==> src/rtl/pong_pkg.sv <==
// Shared match-state definitions, BCD score type and helpers.
// Used by match_ctrl, bcd_score_counter, the color mapper and the game FSM.
package pong_pkg;

  // State encodings exported to consumers of the 3-bit state bus.
  localparam logic [2:0] ST_IDLE      = 3'd0;
  localparam logic [2:0] ST_SERVE     = 3'd1;
  localparam logic [2:0] ST_RALLY     = 3'd2;
  localparam logic [2:0] ST_PAUSED    = 3'd3;
  localparam logic [2:0] ST_POINT     = 3'd4;
  localparam logic [2:0] ST_GAME_OVER = 3'd5;

  localparam int unsigned BCD_W = 8;

  typedef enum logic [2:0] {
    S_IDLE      = ST_IDLE,
    S_SERVE     = ST_SERVE,
    S_RALLY     = ST_RALLY,
    S_PAUSED    = ST_PAUSED,
    S_POINT     = ST_POINT,
    S_GAME_OVER = ST_GAME_OVER
  } match_state_t;

  // Two BCD digits: tens in [7:4], ones in [3:0].
  typedef logic [BCD_W-1:0] bcd_score_t;

  // Binary (0..99) to two-digit BCD, for elaboration-time constants.
  function automatic bcd_score_t to_bcd(input int unsigned v);
    return {4'(v / 10), 4'(v % 10)};
  endfunction

  // Two-digit BCD to binary 0..99.
  function automatic logic [6:0] bcd_to_bin(input bcd_score_t s);
    return 7'({3'd0, s[7:4]} * 7'd10 + {3'd0, s[3:0]});
  endfunction

endpackage

==> src/rtl/bcd_score_counter.sv <==
// Saturating two-digit BCD score counter (0..99), one per player.
// Ports:
//   Clk      - system clock, rising edge
//   Reset_n  - synchronous active-low reset
//   i_clear  - clear score to 00 (has priority over i_inc)
//   i_inc    - add one point; holds at 99
//   o_score  - registered BCD score
module bcd_score_counter
  import pong_pkg::*;
(
  input  logic       Clk,
  input  logic       Reset_n,
  input  logic       i_clear,
  input  logic       i_inc,
  output bcd_score_t o_score
);

  bcd_score_t r_score;

  // Ones digit wraps 9->0 carrying into tens; 99 is sticky.
  always_ff @(posedge Clk) begin
    if (!Reset_n) begin
      r_score <= '0;
    end else if (i_clear) begin
      r_score <= '0;
    end else if (i_inc && (r_score != 8'h99)) begin
      if (r_score[3:0] == 4'd9) begin
        r_score <= {r_score[7:4] + 4'd1, 4'd0};
      end else begin
        r_score <= {r_score[7:4], r_score[3:0] + 4'd1};
      end
    end
  end

  assign o_score = r_score;

endmodule

==> src/rtl/match_ctrl.sv <==
// Pong match controller: serve timing, rally, pause, scoring and win detection.
// Optional macro PONG_WIN_BY_TWO_EN: win needs >= WIN_SCORE and a lead of at
// least two over every other player (99 always wins). Undefined: exact
// WIN_SCORE wins.
// Ports:
//   Clk, Reset_n   - clock and synchronous active-low reset
//   frame_tick     - one pulse per video frame (serve timer)
//   start          - begins a match from IDLE or GAME_OVER
//   pause          - toggles pause from SERVE/RALLY
//   point_valid    - a point was scored by point_player (RALLY only)
//   state          - current match state (pong_pkg ST_* encoding)
//   scores         - BCD score per player, player 0 in [7:0]
//   serve_player   - player currently serving
//   ball_en        - high only in RALLY
//   winner         - winning player, qualified by winner_valid
//   winner_valid   - high only in GAME_OVER
module match_ctrl
  import pong_pkg::*;
#(
  parameter  int unsigned NUM_PLAYERS  = 2,
  parameter  int unsigned WIN_SCORE    = 11,
  parameter  int unsigned SERVE_FRAMES = 60,
  localparam int unsigned PW           = $clog2(NUM_PLAYERS)
) (
  input  logic                     Clk,
  input  logic                     Reset_n,
  input  logic                     frame_tick,
  input  logic                     start,
  input  logic                     pause,
  input  logic                     point_valid,
  input  logic [PW-1:0]            point_player,
  output logic [2:0]               state,
  output logic [8*NUM_PLAYERS-1:0] scores,
  output logic [PW-1:0]            serve_player,
  output logic                     ball_en,
  output logic [PW-1:0]            winner,
  output logic                     winner_valid
);

  localparam int unsigned PWX  = PW + 1;
  localparam int unsigned CNT_W = 8;

  match_state_t     r_state;
  match_state_t     r_resume;
  logic [CNT_W-1:0] r_cnt;
  logic [PW-1:0]    r_serve;
  logic [PW-1:0]    r_scorer;
  logic [PW-1:0]    r_winner;
  logic             r_ball_en;
  logic             r_winner_valid;

  bcd_score_t       w_score [NUM_PLAYERS];
  logic             w_point_ok;
  logic             w_accept_point;
  logic             w_clear;
  bcd_score_t       w_scorer_score;
  logic             w_win;

  // Out-of-range scorer indices (possible when NUM_PLAYERS is not a power of 2) are dropped.
  assign w_point_ok     = point_valid && ({1'b0, point_player} < PWX'(NUM_PLAYERS));
  assign w_accept_point = (r_state == S_RALLY) && w_point_ok;
  assign w_clear        = start && ((r_state == S_IDLE) || (r_state == S_GAME_OVER));

  // Per-player score counters; increment lands on the RALLY->POINT edge.
  for (genvar g = 0; g < NUM_PLAYERS; g++) begin : g_player
    logic w_inc;
    assign w_inc = w_accept_point && (point_player == PW'(g));

    bcd_score_counter u_score (
      .Clk     (Clk),
      .Reset_n (Reset_n),
      .i_clear (w_clear),
      .i_inc   (w_inc),
      .o_score (w_score[g])
    );

    assign scores[8*g +: 8] = w_score[g];
  end

  // Evaluated in POINT, where scores already include the latest point.
  assign w_scorer_score = w_score[r_scorer];

`ifdef PONG_WIN_BY_TWO_EN
  always_comb begin
    logic w_lead_ok;
    w_lead_ok = 1'b1;
    for (int i = 0; i < NUM_PLAYERS; i++) begin
      if ((PW'(i) != r_scorer) &&
          ((bcd_to_bin(w_score[i]) + 7'd2) > bcd_to_bin(w_scorer_score))) begin
        w_lead_ok = 1'b0;
      end
    end
    w_win = (w_scorer_score == 8'h99) ||
            ((bcd_to_bin(w_scorer_score) >= 7'(WIN_SCORE)) && w_lead_ok);
  end
`else
  assign w_win = (w_scorer_score == to_bcd(WIN_SCORE));
`endif

  // Match FSM with registered outputs.
  always_ff @(posedge Clk) begin
    if (!Reset_n) begin
      r_state        <= S_IDLE;
      r_resume       <= S_SERVE;
      r_cnt          <= '0;
      r_serve        <= '0;
      r_scorer       <= '0;
      r_winner       <= '0;
      r_ball_en      <= 1'b0;
      r_winner_valid <= 1'b0;
    end else begin
      case (r_state)
        S_IDLE: begin
          if (start) begin
            r_state <= S_SERVE;
            r_cnt   <= '0;
            r_serve <= '0;
          end
        end

        S_SERVE: begin
          if (pause) begin
            r_resume <= S_SERVE;
            r_state  <= S_PAUSED;
          end else if (frame_tick) begin
            if (r_cnt == CNT_W'(SERVE_FRAMES - 1)) begin
              r_state   <= S_RALLY;
              r_ball_en <= 1'b1;
            end else begin
              r_cnt <= r_cnt + CNT_W'(1);
            end
          end
        end

        // A point beats a same-cycle pause.
        S_RALLY: begin
          if (w_point_ok) begin
            r_scorer  <= point_player;
            r_state   <= S_POINT;
            r_ball_en <= 1'b0;
          end else if (pause) begin
            r_resume  <= S_RALLY;
            r_state   <= S_PAUSED;
            r_ball_en <= 1'b0;
          end
        end

        S_PAUSED: begin
          if (pause) begin
            r_state   <= r_resume;
            r_ball_en <= (r_resume == S_RALLY);
          end
        end

        S_POINT: begin
          if (w_win) begin
            r_state        <= S_GAME_OVER;
            r_winner       <= r_scorer;
            r_winner_valid <= 1'b1;
          end else begin
            r_state <= S_SERVE;
            r_cnt   <= '0;
            r_serve <= (r_serve == PW'(NUM_PLAYERS - 1)) ? '0 : r_serve + PW'(1);
          end
        end

        S_GAME_OVER: begin
          if (start) begin
            r_state        <= S_SERVE;
            r_cnt          <= '0;
            r_serve        <= '0;
            r_winner_valid <= 1'b0;
          end
        end

        default: begin
          r_state <= S_IDLE;
        end
      endcase
    end
  end

  assign state        = r_state;
  assign serve_player = r_serve;
  assign ball_en      = r_ball_en;
  assign winner       = r_winner;
  assign winner_valid = r_winner_valid;

endmodule

==> config.mk <==
export PLATFORM = sky130hd
export DESIGN_NAME = match_ctrl
export DESIGN_NICKNAME = d
export VERILOG_FILES = /design/src/rtl/pong_pkg.sv /design/src/rtl/bcd_score_counter.sv /design/src/rtl/match_ctrl.sv
export SDC_FILE = /design/constraint.sdc
export NUM_CORES = 1
export LEC_CHECK = 0
export CORE_MARGIN = 8
export CORE_UTILIZATION = 53
export DETAILED_ROUTE_END_ITERATION = 7
export GPL_ROUTABILITY_DRIVEN = 0
export PLACE_DENSITY = 0.86
export SLEW_MARGIN = 10
export SYNTH_ARGS = -nofsm -noshare
export SYNTH_HDL_FRONTEND = slang
export SYNTH_SLANG_ARGS = --single-unit
export TNS_END_PERCENT = 10
==> constraint.sdc <==
create_clock -name Clk -period 2.02 [get_ports Clk]
set_input_delay 0.202 -clock Clk [delete_from_list [all_inputs] [get_ports Clk]]
set_output_delay 0.202 -clock Clk [all_outputs]
set_load 0.02 [all_outputs]
==> key figures, run 1 <==
Pwr
  – Gate power share: 32.7%
  – Pwr dens: 765 mW/mm2
  – Peak VDD IR: 483 uV
  – Psw: 0.643 mW
  – Pint: 1.23 mW
  – Switching share of power: 34.4%
  – Clk pwr share: 27.9%
  – Leak pwr: 0.850 nW
  – Sequential share of power: 39.4%
  – Total power draw: 1.87 mW

STA
  – Setup violators final: 0
  – Setup WS post-layout: 0.153 ns
  – Fin crit share: 92.4%
  – Hold_ws: 0.503 ns
  – Final slew viol count: 0
  – FMAX: 536 MHz
  – Fin. Hold Viols: 0
  – Final Skew: 0.0147 ns
  – Unrepaired setup endpoints after global routing: false
  – Tmin final: 1.87 ns
  – Worst slew margin: 73.7%
  – Slew @ Worst Pin: 0.384 ns
  – Fin Setup TNS: 0 ns

CTS
  – Max Root-Sink Buffers: 2
  – Worst-Skew Late Latency: 0.36 ns
  – Clk pin slew, worst setup/hold paths: 0.13 ns
  – CTS H-tree depth: 2
  – # Post-CTS Setup Buffers: 0
  – TritonCTS Buffers: 5
  – CTS tree: built
  – Root Buffer: clkbuf_4
  – Clk sinks: 34

Floorplanning
  – DIE WIDTH: 76.5 um
  – Die area: 0.00584 mm2
  – Initial Utilization: 54.1%
  – Die Span Y: 76.5 um
  – Row cnt: 22
  – Core area: 0.00358 mm2
  – I/O pin count: 30

Run status
  – Status: finished clean

Place
  – Setup WS pre-CTS: 0.0467 ns
  – Placed insts: 309
  – PortBufs: 29
  – HPWL Detailed: 3.32 mm
  – DP Area: 0.00235 mm2

Synthesis
  – Post-synthesis sequential area ratio: 35.1%
  – Syn_area_per_cell: 8.49 um2
  – Post-synthesis net count: 240
  – Synthesized area: 0.00194 mm2
  – Post-synth EDFFs: 0
  – Post-synthesis register bit count: 34
  – Mapped Cells: 228
  – Top_reg_cell synth: dfxtp_1
  – Async SR Flop Fraction: 0%
  – Synth cell types: 57
  – Synth Warn #: 0

Drt
  – DRC errors left: 0
  – Vias/cell: 5.72
  – Routed wire per std cell: 14.4 um
  – Pre-antenna DRT Iters: 4
  – Final ANT Viol Nets: 0
  – Initial DRC count: 125
  – Drt total wl: 4.56 mm
  – Vias post-DR: 1812
  – Routed met1 length: 2.07 mm
  – Met3 wire length: 227 um
  – Highest metal used: met4
  – Met2 Wirelength: 2.22 mm

Global route
  – Initial antenna violation count: 0
  – Number of global-route vias before repair: 1689
  – First-pass GRT wire length: 7.69 mm
  – GRT Total Usage: 15.6%
  – Grt total ovfl: 0
  – Largest net degree at the start of global routing: 21

Run
  – Max-cap violation count: 0

Finish
  – Fin nets: 280
  – Fraction of layout cells with a size suffix above 1: 13.4%
  – Syn-to-layout area delta: 26.2%
  – Fill cell count: 291
  – Final core utilization: 68.3%
  – ANT cells: 0
  – Final cell count without fillers: 317
  – Final instance area: 0.00244 mm2

Setup path
  – CP Data Arrival Time: 2.14 ns
  – Crit path largest cell delay: 0.51 ns
  – Startpoint types: register
  – Critical path class: register to register
  – Slowest cell on crit path: or4b_4
  – CP max FO: 7
  – Crit. End Element: register
  – Cell breakdown of the critical path: or4b_4 -> nor4_4 -> a31o_4 -> nor2b_4 -> a311oi_2
  – Worst Path Required: 2.29 ns

Min path
  – Worst Hold Class: register to register
-- layer usage --
layer	vias up	global-route usage [%]
li1	908	-
met1	865	18.9
met2	35	24.9
met3	4	4.13
met4	0	7.31
met5	-	0
-- cell families (layout without fill, tap and decap cells) --
| kind of cell | after synthesis | after routing | synth area share (%) |
|---|---|---|---|
| compound gates | 59 | 59 | 21.0 |
| fa+ha+maj | 5 | 5 | 3.23 |
| xor+xnor | 7 | 7 | 3.17 |
| buf+inv | 19 | 60 | 4.13 |
| simple gates | 101 | 101 | 31.8 |
| flops | 34 | 34 | 35.1 |
| mux | 3 | 3 | 1.55 |
-- cell type report --
type | instances | area [um2] | share of cell area (%)
clock buffers | 5 | 37.5 | 1.54
clock inverters | 3 | 45.0 | 1.84
inverters | 10 | 37.5 | 1.54
multi-input cells | 175 | 1180 | 48.4
flip-flops and latches | 34 | 681 | 27.9
well taps | 48 | 60.1 | 2.46
repair buffers | 42 | 400 | 16.4
-- power groups by stage --
stage	registers, mW	logic (mW)	clock network (mW)
after floorplan	0.777	0.392	0
after global placement	0.751	0.595	0
after detailed placement	0.751	0.604	0
after CTS	0.737	0.609	0.525
after global routing	0.741	0.664	0.555
final	0.737	0.612	0.521
-- worst max-delay path: cells and delay by family, from the launching register on --
| family | cells | cell delay (ns) |
|---|---|---|
| AOI/OAI and AO/OA | 2 | 0.42 |
| and+or+nand+nor | 3 | 0.91 |
| DFF | 1 | 0.45 |
-- cells in the final DEF, fill, tap and decap left out, types with 3 or more instances in the layout --
cell,Yosys,layout
dfxtp_1,34,34
o21a_1,5,5
nor2b_1,4,4
inv_1,10,10
clkdlybuf4s50_1,0,29
nor3_1,4,4
xnor2_1,4,4
o21ai_0,13,13
nand4_1,3,3
a21oi_1,16,16
nor2_1,26,26
a31oi_1,4,4
nand2b_1,9,9
ha_1,5,5
or3_1,3,3
clkbuf_4,0,5
nand2_1,17,17
mux2i_1,3,3
xor2_1,3,3
nand3_1,8,8
buf_4,0,12
nand4b_1,3,3
-- cell usage after synthesis (2+ instances only) --
| library cell | n | area [um2] |
|---|---|---|
| dfxtp_1 | 34 | 681 |
| nor2_1 | 26 | 97.6 |
| nand2_1 | 17 | 63.8 |
| a21oi_1 | 16 | 80.1 |
| o21ai_0 | 13 | 65.1 |
| inv_1 | 10 | 37.5 |
| nand2b_1 | 9 | 56.3 |
| nand3_1 | 8 | 40.0 |
| clkbuf_1 | 6 | 22.5 |
| ha_1 | 5 | 62.6 |
| o21a_1 | 5 | 37.5 |
| a31oi_1 | 4 | 25.0 |
| nor2b_1 | 4 | 25.0 |
| nor3_1 | 4 | 20.0 |
| xnor2_1 | 4 | 35.0 |
| mux2i_1 | 3 | 30.0 |
| nand4_1 | 3 | 18.8 |
| nand4b_1 | 3 | 26.3 |
| or3_1 | 3 | 18.8 |
| xor2_1 | 3 | 26.3 |
| a211o_1 | 2 | 17.5 |
| a211oi_2 | 2 | 25.0 |
| a311oi_1 | 2 | 17.5 |
| and3_1 | 2 | 12.5 |
| nand3b_1 | 2 | 15.0 |
| nor4_1 | 2 | 12.5 |
| nor4_4 | 2 | 42.5 |
| o211ai_1 | 2 | 15.0 |
| o21ai_1 | 2 | 10.0 |
| o21bai_1 | 2 | 15.0 |
| or3b_1 | 2 | 17.5 |
-- final timing paths --
| path | cells after the start | start | end | slack, ns |
|---|---|---|---|---|
| min | 2 | r_cnt[1]$_SDFFE_PN0P_ | r_cnt[1]$_SDFFE_PN0P_ | 0.50 |
| min reg2reg | 2 | r_cnt[1]$_SDFFE_PN0P_ | r_cnt[1]$_SDFFE_PN0P_ | 0.50 |
| max reg2reg | 5 | g_player[1].u_score.o_score[4]$_SDFFE_PP0P_ | r_cnt[4]$_SDFFE_PN0P_ | 0.15 |
| max | 5 | g_player[1].u_score.o_score[4]$_SDFFE_PP0P_ | r_cnt[4]$_SDFFE_PN0P_ | 0.15 |
-- what timing repair did --
item / 4_1_cts / 5_1_grt
setup endpoints to repair: 0 / 2
gates resized for setup: 0 / 1
hold buffers: 0 / 0
-- registers in the layout, indices dropped and copies added (netlist names) --
register	count
ball_en	1
g_player.u_score.o_score	16
r_cnt	8
r_resume	2
r_scorer	1
serve_player	1
state	3
winner	1
winner_valid	1
Power figures use the tool's default switching activity.
==> inputs of run 2 (changes only) <==
MAX_ROUTING_LAYER = met4   (was unset)
==> key figures, run 2 (synthesis results as in run 1) <==
Finish
  – Most frequent cells in the layout: 34 x dfxtp_1, 29 x clkdlybuf4s50_1, 26 x nor2_1 (unchanged)
  – Final instance area: 0.00244 mm2 (unchanged)
  – Syn-to-layout area delta: 26.2% (unchanged)
  – Final cell count without fillers: 317 (unchanged)
  – Fill cell count: 291 (unchanged)
  – Fin nets: 280 (unchanged)
  – Final core utilization: 68.3% (unchanged)
  – Fraction of layout cells with a size suffix above 1: 13.4% (unchanged)
  – Largest register FFs: 16 (unchanged)
  – ANT cells: 0 (unchanged)
  – Most common cell after layout, fill and taps aside: dfxtp_1 (unchanged)

Setup path
  – Crit. End Element: register (unchanged)
  – Slowest cell on crit path: or4b_4 (unchanged)
  – CP max FO: 7 (unchanged)
  – Crit path largest cell delay: 0.51 ns (about the same)
  – Crit. path cell count: 5 (unchanged)
  – Worst r2r path cells: 5 (unchanged)
  – Startpoint types: register (unchanged)
  – CP delay by family, top: simple AND/OR/NAND/NOR gates (unchanged)
  – Worst Path Required: 2.29 ns (about the same)
  – Critical path class: register to register (unchanged)
  – CP Data Arrival Time: 2.13 ns (was 2.14 ns)
  – Cell breakdown of the critical path: or4b_4 -> nor4_4 -> a31o_4 -> nor2b_4 -> a311oi_2 (unchanged)
  – Buf/Inv on CP: 0 (unchanged)

Min path
  – Worst Hold Class: register to register (unchanged)
  – Hold Path Cell Cnt: 2 (unchanged)

STA
  – Tmin final: 1.87 ns (about the same)
  – Setup WS post-layout: 0.155 ns (was 0.153 ns)
  – Worst slew margin: 73.9% (was 73.7%)
  – Fin Setup TNS: 0 ns (unchanged)
  – Hold_ws: 0.503 ns (about the same)
  – Slew @ Worst Pin: 0.382 ns (was 0.384 ns)
  – FMAX: 536 MHz (about the same)
  – Final slew viol count: 0 (unchanged)
  – Fin. Hold Viols: 0 (unchanged)
  – Final Skew: 0.0139 ns (was 0.0147 ns)
  – Unrepaired setup endpoints after global routing: false (unchanged)
  – Setup violators final: 0 (unchanged)
  – Fin crit share: 92.3% (was 92.4%)

Floorplanning
  – DIE WIDTH: 76.5 um (unchanged)
  – Row cnt: 22 (unchanged)
  – I/O pin count: 30 (unchanged)
  – Die Span Y: 76.5 um (unchanged)
  – Core area: 0.00358 mm2 (unchanged)
  – Initial Utilization: 54.1% (unchanged)
  – Die area: 0.00584 mm2 (unchanged)

Global route
  – M3 GR Usage: 3.89% (was 4.13%)
  – Largest net degree at the start of global routing: 21 (unchanged)
  – Busiest layer in global routing: met2 (unchanged)
  – GRT Total Usage: 16.0% (was 15.6%)
  – Grt total ovfl: 0 (unchanged)
  – Number of global-route vias before repair: 1690 (was 1689)
  – GR Util met1: 19.1% (was 18.9%)
  – First-pass GRT wire length: 7.73 mm (was 7.69 mm)
  – Initial antenna violation count: 0 (unchanged)
  – Global Route met2 Usage: 24.9% (unchanged)

Pwr
  – Pint: 1.23 mW (about the same)
  – Leak pwr: 0.850 nW (unchanged)
  – Gate power share: 32.8% (was 32.7%)
  – Total power draw: 1.86 mW (was 1.87 mW)
  – Pwr dens: 763 mW/mm2 (was 765 mW/mm2)
  – Clk pwr share: 27.7% (was 27.9%)
  – Switching share of power: 34.2% (was 34.4%)
  – Sequential share of power: 39.5% (was 39.4%)
  – Psw: 0.637 mW (was 0.643 mW)
  – Peak VDD IR: 486 uV (was 483 uV)

CTS
  – Clk pin slew, worst setup/hold paths: 0.12 ns (was 0.13 ns)
  – CTS H-tree depth: 2 (unchanged)
  – TritonCTS Buffers: 5 (unchanged)
  – Worst-Skew Late Latency: 0.35 ns (was 0.36 ns)
  – CTS tree: built (unchanged)
  – Root Buffer: clkbuf_4 (unchanged)
  – Max Root-Sink Buffers: 2 (unchanged)
  – Clk sinks: 34 (unchanged)

Drt
  – Vias post-DR: 1823 (was 1812)
  – Final ANT Viol Nets: 0 (unchanged)
  – Initial DRC count: 123 (was 125)
  – Pre-antenna DRT Iters: 4 (unchanged)
  – Vias/cell: 5.75 (was 5.72)
  – DRC errors left: 0 (unchanged)
  – Routed wire per std cell: 14.3 um (was 14.4 um)
  – Drt total wl: 4.53 mm (was 4.56 mm)

Place
  – PortBufs: 29 (unchanged)
  – Placed insts: 309 (unchanged)
  – DP Area: 0.00235 mm2 (unchanged)
  – HPWL Detailed: 3.32 mm (unchanged)
  – Setup WS pre-CTS: 0.0467 ns (unchanged)

Run
  – Max-cap violation count: 0 (unchanged)

Run status
  – Status: finished clean (unchanged)
run 2: cell counts in the layout (fill, tap and decap cells not counted):
Identical to the previous run, type by type.
run 2: layer usage:
metal / routed length, um / share of wire, %
met3: 231 / 5.1
met2: 2200 / 49
met5: 0 / 0
met4: 51 / 1.1
met1: 2050 / 45
run 2: final timing paths:
| path | from | to | slack [ns] |
|---|---|---|---|
| worst max register to register | g_player[1].u_score.o_score[4]$_SDFFE_PP0P_ | r_cnt[4]$_SDFFE_PN0P_ | 0.15 |
| worst min-delay path | r_cnt[1]$_SDFFE_PN0P_ | r_cnt[1]$_SDFFE_PN0P_ | 0.50 |
| worst min register to register | r_cnt[1]$_SDFFE_PN0P_ | r_cnt[1]$_SDFFE_PN0P_ | 0.50 |
| worst max-delay path | g_player[1].u_score.o_score[4]$_SDFFE_PP0P_ | r_cnt[4]$_SDFFE_PN0P_ | 0.15 |
run 2: what timing repair did:
item / in CTS / in global routing
setup buffers: 0 / 0
resized for setup: 0 / 1
hold buffers: 0 / 0
setup endpoints to repair: 0 / 2
run 2: worst register-to-register path, stage by stage, from the launching register on:
cell,delay (ns)
dfxtp_1,0.45
or4b_4,0.51
nor4_4,0.32
a31o_4,0.20
nor2b_4,0.08
a311oi_2,0.22
run 2: final cells by class:
class                      count  area (um2)  area share, %
multi-input combinational    175        1180           48.4
inverter                      10        37.5           1.54
clock buffer                   5        37.5           1.54
tap                           48        60.1           2.46
timing repair buffer          42         400           16.4
sequential                    34         681           27.9
clock inverter                 3        45.0           1.84
run 2: power by group through the flow:
stage / combinational (mW) / sequential (mW) / clock (mW)
after floorplan: 0.392 / 0.777 / 0
after global placement: 0.595 / 0.751 / 0
after detailed placement: 0.604 / 0.751 / 0
after CTS: 0.609 / 0.737 / 0.525
after global routing: 0.664 / 0.741 / 0.555
final: 0.611 / 0.737 / 0.516
==> inputs of run 3 (changes only) <==
SETUP_SLACK_MARGIN = 0.05   (was unset)
==> results of run 3 <==
The final DEF is identical to that of run 2. Status: finished clean.
